--- src/rtl/capture_ctrl.sv ---
// capture_ctrl: capture sequencer that streams ADC samples into a circular RAM buffer around a trigger and plays them out oldest-first
// Ports:
//   clk_i, rst_n_i                         clock, asynchronous active-low reset
//   arm_i, force_trig_i, trig_level_i      capture control and trigger threshold
//   sample_valid_i, sample_i               ADC sample stream
//   ram_w_en_o, ram_w_addr_o, ram_w_data_o RAM write port
//   ram_r_addr_o, ram_r_data_i             RAM asynchronous read port
//   out_valid_o, out_ready_i, out_data_o,
//   out_last_o                             readout stream
//   busy_o, triggered_o                    status
module capture_ctrl #(
  parameter int DATA_SIZE = 12,
  parameter int ADDR_SIZE = 8,
  parameter int PRE_TRIG  = 64
) (
  input  logic                 clk_i,
  input  logic                 rst_n_i,
  input  logic                 arm_i,
  input  logic                 force_trig_i,
  input  logic [DATA_SIZE-1:0] trig_level_i,
  input  logic                 sample_valid_i,
  input  logic [DATA_SIZE-1:0] sample_i,
  output logic                 ram_w_en_o,
  output logic [ADDR_SIZE-1:0] ram_w_addr_o,
  output logic [DATA_SIZE-1:0] ram_w_data_o,
  output logic [ADDR_SIZE-1:0] ram_r_addr_o,
  input  logic [DATA_SIZE-1:0] ram_r_data_i,
  output logic                 out_valid_o,
  input  logic                 out_ready_i,
  output logic [DATA_SIZE-1:0] out_data_o,
  output logic                 out_last_o,
  output logic                 busy_o,
  output logic                 triggered_o
);
  localparam int DEPTH = 1 << ADDR_SIZE;
  localparam int POST_N = DEPTH - PRE_TRIG;
  localparam logic [ADDR_SIZE-1:0] PRE_LAST = ADDR_SIZE'(PRE_TRIG - 1);
  localparam logic [ADDR_SIZE-1:0] POST_LAST = ADDR_SIZE'(POST_N - 1);
  localparam logic [ADDR_SIZE-1:0] READ_LAST = ADDR_SIZE'(DEPTH - 1);
  typedef enum logic [2:0] {IDLE, PRE, WAIT_TRIG, POST, READ} state_t;
  state_t state;
  logic [ADDR_SIZE-1:0] w_ptr, rd_ptr, cnt;
  logic [DATA_SIZE-1:0] prev_sample;
  logic prev_valid, force_pend;
  logic writing, level_hit, trig;
  assign writing = sample_valid_i && (state == PRE || state == WAIT_TRIG || state == POST);
  assign level_hit = prev_valid && prev_sample < trig_level_i && sample_i >= trig_level_i;
  assign trig = sample_valid_i && (level_hit || force_trig_i || force_pend);
  assign ram_w_en_o = writing;
  assign ram_w_addr_o = w_ptr;
  assign ram_w_data_o = writing ? sample_i : '0;
  assign ram_r_addr_o = rd_ptr;
  assign out_valid_o = state == READ;
  assign out_data_o = out_valid_o ? ram_r_data_i : '0;
  assign out_last_o = out_valid_o && cnt == READ_LAST;
  assign busy_o = state != IDLE;
  assign triggered_o = state == POST || state == READ;
  always_ff @(posedge clk_i or negedge rst_n_i) begin
    if (!rst_n_i) begin
      state <= IDLE;
      w_ptr <= '0;
      rd_ptr <= '0;
      cnt <= '0;
      prev_sample <= '0;
      prev_valid <= 1'b0;
      force_pend <= 1'b0;
    end else begin
      if (writing) w_ptr <= w_ptr + 1'b1;
      if (sample_valid_i && (state == PRE || state == WAIT_TRIG)) begin
        prev_sample <= sample_i;
        prev_valid <= 1'b1;
      end
      case (state)
        IDLE: if (arm_i) begin
          cnt <= '0;
          prev_valid <= 1'b0;
          state <= PRE;
        end
        PRE: if (sample_valid_i) begin
          cnt <= cnt == PRE_LAST ? '0 : cnt + 1'b1;
          if (cnt == PRE_LAST) state <= WAIT_TRIG;
        end
        WAIT_TRIG: if (trig) begin
          force_pend <= 1'b0;
          // the trigger sample is post-trigger sample #1; rd_ptr lands on the oldest entry
          if (POST_N == 1) begin
            state <= READ;
            rd_ptr <= w_ptr + 1'b1;
            cnt <= '0;
          end else begin
            state <= POST;
            cnt <= ADDR_SIZE'(1);
          end
        end else if (force_trig_i) force_pend <= 1'b1;
        POST: if (sample_valid_i) begin
          if (cnt == POST_LAST) begin
            state <= READ;
            rd_ptr <= w_ptr + 1'b1;
            cnt <= '0;
          end else cnt <= cnt + 1'b1;
        end
        READ: if (out_ready_i) begin
          rd_ptr <= rd_ptr + 1'b1;
          cnt <= cnt + 1'b1;
          if (cnt == READ_LAST) state <= IDLE;
        end
        default: state <= IDLE;
      endcase
    end
  end
endmodule

--- config.mk ---
export PLATFORM = sky130hd
export DESIGN_NAME = capture_ctrl
export DESIGN_NICKNAME = d
export VERILOG_FILES = /design/src/rtl/capture_ctrl.sv
export SDC_FILE = /design/constraint.sdc
export NUM_CORES = 1
export LEC_CHECK = 0
export CORE_AREA = 8 8 89 91
export DETAILED_ROUTE_END_ITERATION = 12
export DIE_AREA = 0 0 97 99
export PLACE_DENSITY = 0.78
export SYNTH_ARGS = -nofsm -noshare
export SYNTH_HDL_FRONTEND = slang
export SYNTH_SLANG_ARGS = --single-unit
--- constraint.sdc ---
create_clock -name clk_i -period 3.6 [get_ports clk_i]
set_clock_uncertainty 0.05 [all_clocks]
set_input_delay 1.08 -clock clk_i [delete_from_list [all_inputs] [get_ports clk_i]]
set_output_delay 1.08 -clock clk_i [all_outputs]
set_load 0.01 [all_outputs]
## Yosys cells after proc, flatten, opt, wreduce, memory -nomap -nowiden

Index checks and enable logic that the tools add are counted.

| operators by class | value |
|---|---|
| add/subtract/negate cells | 3 |
| $lt $le $gt $ge | 2 |
| reduce and logical (&&, ||, !) cells | 20 |
| mux-type cells | 28 |
| eq/ne operators | 15 |

Operators by type and width:

| cell | number |
|---|---|
| $mux 8 | 10 |
| $pmux 8 s5 | 1 |
| $add 8x1->8 const B | 3 |
| $mux 12 | 2 |
| $mux 3 | 8 |
| $eq 8x8->1 const B | 2 |
| $pmux 8 s2 | 1 |
| $pmux 3 s5 | 1 |
| $ge 12x12->1 | 1 |
| $lt 12x12->1 | 1 |
| $eq 8x6->1 const B | 1 |
| $ne 2x1->1 const B | 4 |
| $ne 2x2->1 const B | 4 |
| $reduce_and 8->1 | 1 |
| $eq 3x2->1 const B | 2 |
| $logic_and 1x1->1 | 6 |
| $reduce_and 6->1 | 1 |
| $logic_or 1x1->1 | 5 |
| $mux 1 | 5 |
| $reduce_bool 5->1 | 1 |
| $reduce_and 4->1 | 1 |
| $reduce_bool 2->1 | 2 |
| $eq 3x1->1 const B | 1 |
| $eq 3x3->1 const B | 1 |
| other kinds (3) | 3 |

| word-level totals | value |
|---|---|
| word-level logic and storage cells | 75 |
| output and inout port bits | 45 |
| flip-flop bits (word level) | 41 |

## Depth between registers and ports, before layout

Gate-level depths: netlist of the first run.

| depth | value |
|---|---|
| depth in word-level cells | 8 |
| depth in mapped cells | 10 |
| depth with buffers taken out | 9 |

## Worst setup path after synthesis of the first run

Ideal clock, no wire load.

| timing path | value |
|---|---|
| path kind | in2out |
| start point | input sample_valid_i |
| end point | output ram_w_data_o[10] |
| buffers on the path | 1 |
| path slack | 0.588 ns |
| arrival | 1.882 ns |
| stages on the path | 3 |
| cell sequence | nor3b_1 clkbuf_1 and2_1 |

| on the way | value |
|---|---|
| word-level cells in the longest chain between the ends | 2 |

Ends and longest elaborated chain:

| item | RTL line | RTL |
|---|---|---|
| start, declared | 21 | `input logic sample_valid_i,` |
| $logic_and 1x1->1 | 46 | `assign writing = sample_valid_i && (state == PRE \|\| state == WAIT_TRIG \|\| state == POST);` |
| net ram_w_en_o | 23 | `output logic ram_w_en_o,` |
| $mux 12 | 51 | `assign ram_w_data_o = writing ? sample_i : '0;` |
| end, declared | 25 | `output logic [DATA_SIZE-1:0] ram_w_data_o,` |

The timed path passes the listed nets, and every way through them passes these cells.

## Worst setup path after layout of the first run

| timing path | value |
|---|---|
| start point | input sample_valid_i |
| end point | output ram_w_data_o[9] |

| on the way | value |
|---|---|
| word-level cells in the longest chain between the ends | 2 |

Ends and longest elaborated chain:

| item | RTL line |
|---|---|
| $logic_and 1x1->1 | 46 |
| $mux 12 | 51 |

No other way between the ends.

==> impl_metrics.yaml, run 1 <==
clock_network:
  clock_sinks: 41
  clkLatencyLatePin_ns: 0.30
  cts_tree: "done"
  cts_buffers: 5
  clockBufferDepth: 2
  h-tree-depth: 2
  root_buffer: "clkbuf_8"
  clkTransAtPathRegs_ns: 0.09
pwr:
  switchingPower_uw: 1060
  power.share.sequential: 0.331
  p_sw_frac: 0.3987
  ir_worst_vdd_mv: 0.4252
  clkPwrFrac: 0.152
  leakage_uw: 0.001888
  combinationalPowerShare: 0.517
  power.density_nw_per_um2: 672.9
  intPower_uw: 1598
logic_synthesis:
  yosys-top-cells-area: "dfrtp_1, ha_1, mux2_2"
  async_flop_share: 1.000
  ys_seq_elements: 41
  synth_top_area_cell: "dfrtp_1"
  ys_seq_area_frac: 0.3606
  synth_ff_type: "dfrtp_1"
  synth_top_area_frac: 0.3606
  syn_nets: 381
  ys_types: 51
  avgSynthCellArea_sq_um: 9.090
  ys_warn_count: 0
  synth_area_sq_um: 2845
  netlist_top_cells_count: "dfrtp_1, ha_1, nand2_1, a21oi_1"
  synth_edf_count: 0
  synthCells: 313
  synth_most_common_cell: "dfrtp_1"
worst_setup_path:
  critPathKind: "in2out"
  cp.arrival_ns: 2.41
  end_kind: "output pin"
  cp_max_fo: 2
  r2r_start: "prev_sample[5]"
  critPathBufInv: 4
  crit_top_cell: "buf_4"
  cp.required_ns: 2.47
  r2r-end: "cnt[1]"
  path_delay_family: "buffers and inverters"
  cpMaxStageDelayCell: "clkdlybuf4s50_1"
  ff2ff_setup_slack_ns: 1.24
  crit_chain: "clkdlybuf4s50_1 > nor3b_4 > buf_4 > buf_4 > and2_1 > dlygate4sd2_1"
  max_stage_delay_ns: 0.49
  reg2regPathDepth: 8
  crit_cells: 6
  start_kind: "input pin"
place:
  dp.cells: 472
  placed_area_sq_um: 3796
  hpwlAfterDp_um: 5767
  io_buffers: 86
  gp_congestion: 0.8222
routing:
  drt_pass1_iterations: 4
  drt-total-wl_um: 7500
  drt-initial-drc-count: 77
  viasPerCell: 5.464
  drc: 0
  wl_per_cell_um: 15.59
  num_vias: 2628
  ant_nets: 0
global_route:
  grt_antenna_before_repair: 0
  grt_pass1_vias: 2658
  grt_pass1_wl_um: 12630
  grt_util_all_layers: 0.1549
  grt_start_max_net_pins: 42
  overflow: 0
die:
  start_util: 0.4331
  chipWidth_um: 97
  die-area_sq_um: 9603
  core_area_sq_um: 6569
  fp.dieH_um: 99
  rows: 30
  pin_count: 87
timing:
  setup_viol: 0
  fin_crit_ns: 3.540
  fin_crit_sh: 0.9832
  slew_viol_final: 0
  whs_ns: 0.4502
  hold_viol_final: 0
  worst_slew_pin_slew_ns: 0.9255
  max-slew-margin-rel: 0.3830
  fmax_mhz: 282.5
  setup_tns_ns: 0
min_path:
  hold_path_class: "reg2reg"
  holdPathEnd: "prev_sample[0]"
  hold_start: "prev_sample[0]"
  worstHoldPathCells: 2
flow_run:
  cap_violations: 0
layout:
  diodes: 0
  drive_above_1_share: 0.1022
  stdcell_count: 481
  syn_to_final_growth_pct: 38.83
  nNetsFinal: 468
  design_area_sq_um: 3950
  utilization: 0.6013
run_status:
  outcome: "complete, no violations"
## worst max-delay path by stage
stage / from / to / slack, ns
floorplan: sample_valid_i / ram_w_data_o[10] / 0.59
global placement: sample_valid_i / ram_w_data_o[1] / -0.13
detailed placement: sample_valid_i / ram_w_data_o[10] / -0.18
CTS: sample_valid_i / ram_w_data_o[0] / -0.18
global route: sample_valid_i / ram_w_data_o[9] / -0.01
finish: sample_valid_i / ram_w_data_o[9] / 0.06
## layout make-up
cell class              count  area [sq um]
flip-flops and latches     41          1026
multi-input cells         238          1689
fillers                   560          2619
clock inverters             2         37.54
clock buffers               6         82.58
well taps                  80         100.1
inverters                  19         73.82
repair buffers             95         940.9
## sequential cells by signal (all words and copies together) (netlist names)
signal / count
prev_sample: 12
force_pend: 1
prev_valid: 1
ram_r_addr_o: 8
cnt: 8
state: 3
ram_w_addr_o: 8
## layer usage
layer,up-vias,part of all wire,global-route usage
li1,1292,-,-
met1,1258,0.42,0.1739
met2,74,0.50,0.2760
met3,4,0.071,0.05318
met4,0,0.0071,0.03195
met5,-,0,0
## cells by family after synthesis
logic type,after synthesis,share of synthesized area
compound gates,72,0.1610
xor+xnor,14,0.04310
fa+ha+maj,26,0.1143
buf+inv,34,0.04969
flops,41,0.3606
mux,15,0.05849
simple gates,111,0.2128
## power groups by stage
stage | registers (uW) | logic (uW) | clock network (uW)
finish | 880 | 1370 | 404
global route | 919 | 1530 | 435
CTS | 876 | 1380 | 410
detailed placement | 881 | 1380 | 0
global placement | 868 | 1340 | 0
floorplan | 840 | 869 | 0
## worst reg2reg max path: cells and delay by family (launching register included)
kind	cells	cell delay, ns
muxes	1	0.22
adders and majority gates	1	0.29
AOI/OAI and AO/OA	6	1.34
DFF	1	0.38
## repair_timing
| action | 4_1_cts | 5_1_grt |
|---|---|---|
| gates resized for setup | 5 | 11 |
| setup buffers | 0 | 1 |
| hold buffers | 0 | 0 |
| pin swaps | 0 | 0 |
| endpoints found under the setup margin | 13 | 8 |
## stage by stage
stage	worst slack (ns)	total power, uW
global route	-0.01435	2885
CTS	-0.1786	2665
detailed placement	-0.1838	2265
global placement	-0.1303	2207
finish	0.06046	2658
floorplan	0.5881	1709
## placed cells by master, fill, tap and decap left out, drive strengths merged, types with 4 or more instances in the layout
cell type      netlist  final
a31oi                8      8
clkbuf               9      6
nor2                12     12
a21oi               23     23
xor2                 5      5
dlymetal6s2s         0      8
o21ai               17     17
nor3                 4      4
nand2               26     26
dfrtp               41     41
buf                  6     10
and3                18     18
mux2                13     13
o22ai                4      4
clkdlybuf4s50        0     72
nand3               12     12
a21o                 4      4
dlygate4sd2          0      5
nand2b               7      7
nand4                6      6
ha                  26     26
inv                 19     19
and2                15     15
xnor2                9      9
(Power assumes the default switching activity.)
==> run 2, diff against run 1 <==
- ABC_AREA: default -> 0
- CORE_AREA: 8 8 89 91 -> 8 8 104 106
- DIE_AREA: 0 0 97 99 -> 0 0 112 114
- PLACE_DENSITY: 0.78 -> 0.59
==> run 2 against run 1 <==
Effect of this change:
- count of clock-buffer cells in the layout shrank 1
- combinational power barely moved
- die area grew 33%
- critical endpoint is now ram_w_data_o[4]
- highest routed layer unchanged
==> impl_metrics.yaml, run 2 (same netlist as run 1, synthesis figures left out) <==
worst_setup_path:
  crit_cells: 5
  end_kind: "output pin"
  cp_max_fo: 12
  start_kind: "input pin"
  critPathBufInv: 3
  crit_chain: "clkdlybuf4s50_1 > nor3b_2 > buf_4 > and2_1 > dlygate4sd2_1"
  cp.arrival_ns: 2.35
  cp.required_ns: 2.47
  path_delay_family: "buffers and inverters"
  reg2regPathDepth: 9
  max_stage_delay_ns: 0.47
  cpMaxStageDelayCell: "clkdlybuf4s50_1"
  critPathKind: "in2out"
layout:
  drive_above_1_share: 0.09774
  multi_input_area_sq_um: 1683
  layout_common_cells: "clkdlybuf4s50_1, dfrtp_1, ha_1, nand2_1, a21oi_1"
  largest_reg_flops: 12
  syn_to_final_growth_pct: 37.86
  seqCellArea_sq_um: 1026
  nNetsFinal: 467
  largest_register: "prev_sample"
  final_common_cell: "clkdlybuf4s50_1"
  fill_cells: 923
  diodes: 0
die:
  rows: 35
  die-area_sq_um: 12770
  chipWidth_um: 112
  core_area_sq_um: 9109
  pin_count: 87
  start_util: 0.3124
  fp.dieH_um: 114
clock_network:
  ctsResizeCount: 13
  clkTransAtPathRegs_ns: 0.09
  clockBufferDepth: 2
  h-tree-depth: 2
  clock_sinks: 41
  clkLatencyLatePin_ns: 0.30
  cts_tree: "done"
  root_buffer: "clkbuf_8"
  cts_buffers: 5
  holdBufCountCts: 0
  post_cts_buffers: 0
flow_run:
  cap_violations: 0
global_route:
  grt_util_all_layers: 0.1231
  grt_start_max_net_pins: 42
  grt_pass1_vias: 2599
  overflow: 0
  grt_pass1_wl_um: 13010
  grt_antenna_before_repair: 0
timing:
  setup_viol: 0
  setup_tns_ns: 0
  fin_ws_ns: 0.1206
  fmax_mhz: 287.4
  worst_slew_pin_slew_ns: 0.9499
  slew_viol_final: 0
  whs_ns: 0.4482
  fin_crit_sh: 0.9665
  max-slew-margin-rel: 0.3667
  hold_viol_final: 0
  grt_setup_unrepaired: "no"
  fin_crit_ns: 3.479
place:
  io_buffers: 86
  hpwlAfterDp_um: 6049
  gp_congestion: 0.7850
  post-place-ws_ns: -0.1594
routing:
  wl_per_cell_um: 15.03
  ant_nets: 0
  drt-initial-drc-count: 144
  drt_pass1_iterations: 6
  drc: 0
  drt-total-wl_um: 7665
  num_vias: 2565
  viasPerCell: 5.029
pwr:
  p_total_uw: 2588
  power.density_nw_per_um2: 659.8
  leakage_uw: 0.001781
  ir_worst_vdd_mv: 0.2845
min_path:
  hold_path_class: "reg2reg"
  worstHoldPathCells: 1
run_status:
  outcome: "complete, no violations"
[run 2: area by class of cell]
class,instances,share of cell area
repair buffers,94,0.2293
flip-flops and latches,41,0.2616
clock buffers,5,0.01754
inverters,19,0.01818
clock inverters,2,0.008931
well taps,111,0.03541
multi-input cells,238,0.4290
[run 2: worst paths after layout]
kind	startpoint	slack, ns	endpoint
max in group asynchronous	rst_n_i	2.03	state[0]
worst max register to register	state[0]	1.27	cnt[7]
min in group asynchronous	rst_n_i	0.88	prev_sample[7]
worst min-delay path	cnt[2]	0.45	cnt[2]
worst min register to register	cnt[2]	0.45	cnt[2]
worst max-delay path	sample_valid_i	0.12	ram_w_data_o[4]
[run 2: per-stage QoR]
stage / cells / util / area [sq um]
6_report: 510 / 0.4306 / 3923
2_1_floorplan: 313 / - / 2845
3_3_place_gp: 503 / 0.4210 / 3835
3_5_place_dp: 503 / 0.4210 / 3835
5_1_grt: 510 / 0.4306 / 3923
4_1_cts: 510 / 0.4306 / 3923
[run 2: routing by layer]
| layer | global-route usage | share of wire | up-vias |
|---|---|---|---|
| li1 | - | - | 1293 |
| met1 | 0.1556 | 0.47 | 1200 |
| met2 | 0.2003 | 0.46 | 67 |
| met3 | 0.03487 | 0.061 | 5 |
| met4 | 0.03507 | 0.0091 | 0 |
| met5 | 0 | 0 | - |
[run 2: where the power goes]
group          total (uW)  switching [uW]  internal (uW)
logic                1350             655            697
clock network         366             164            202
registers             871             214            657
total                2590            1030           1560
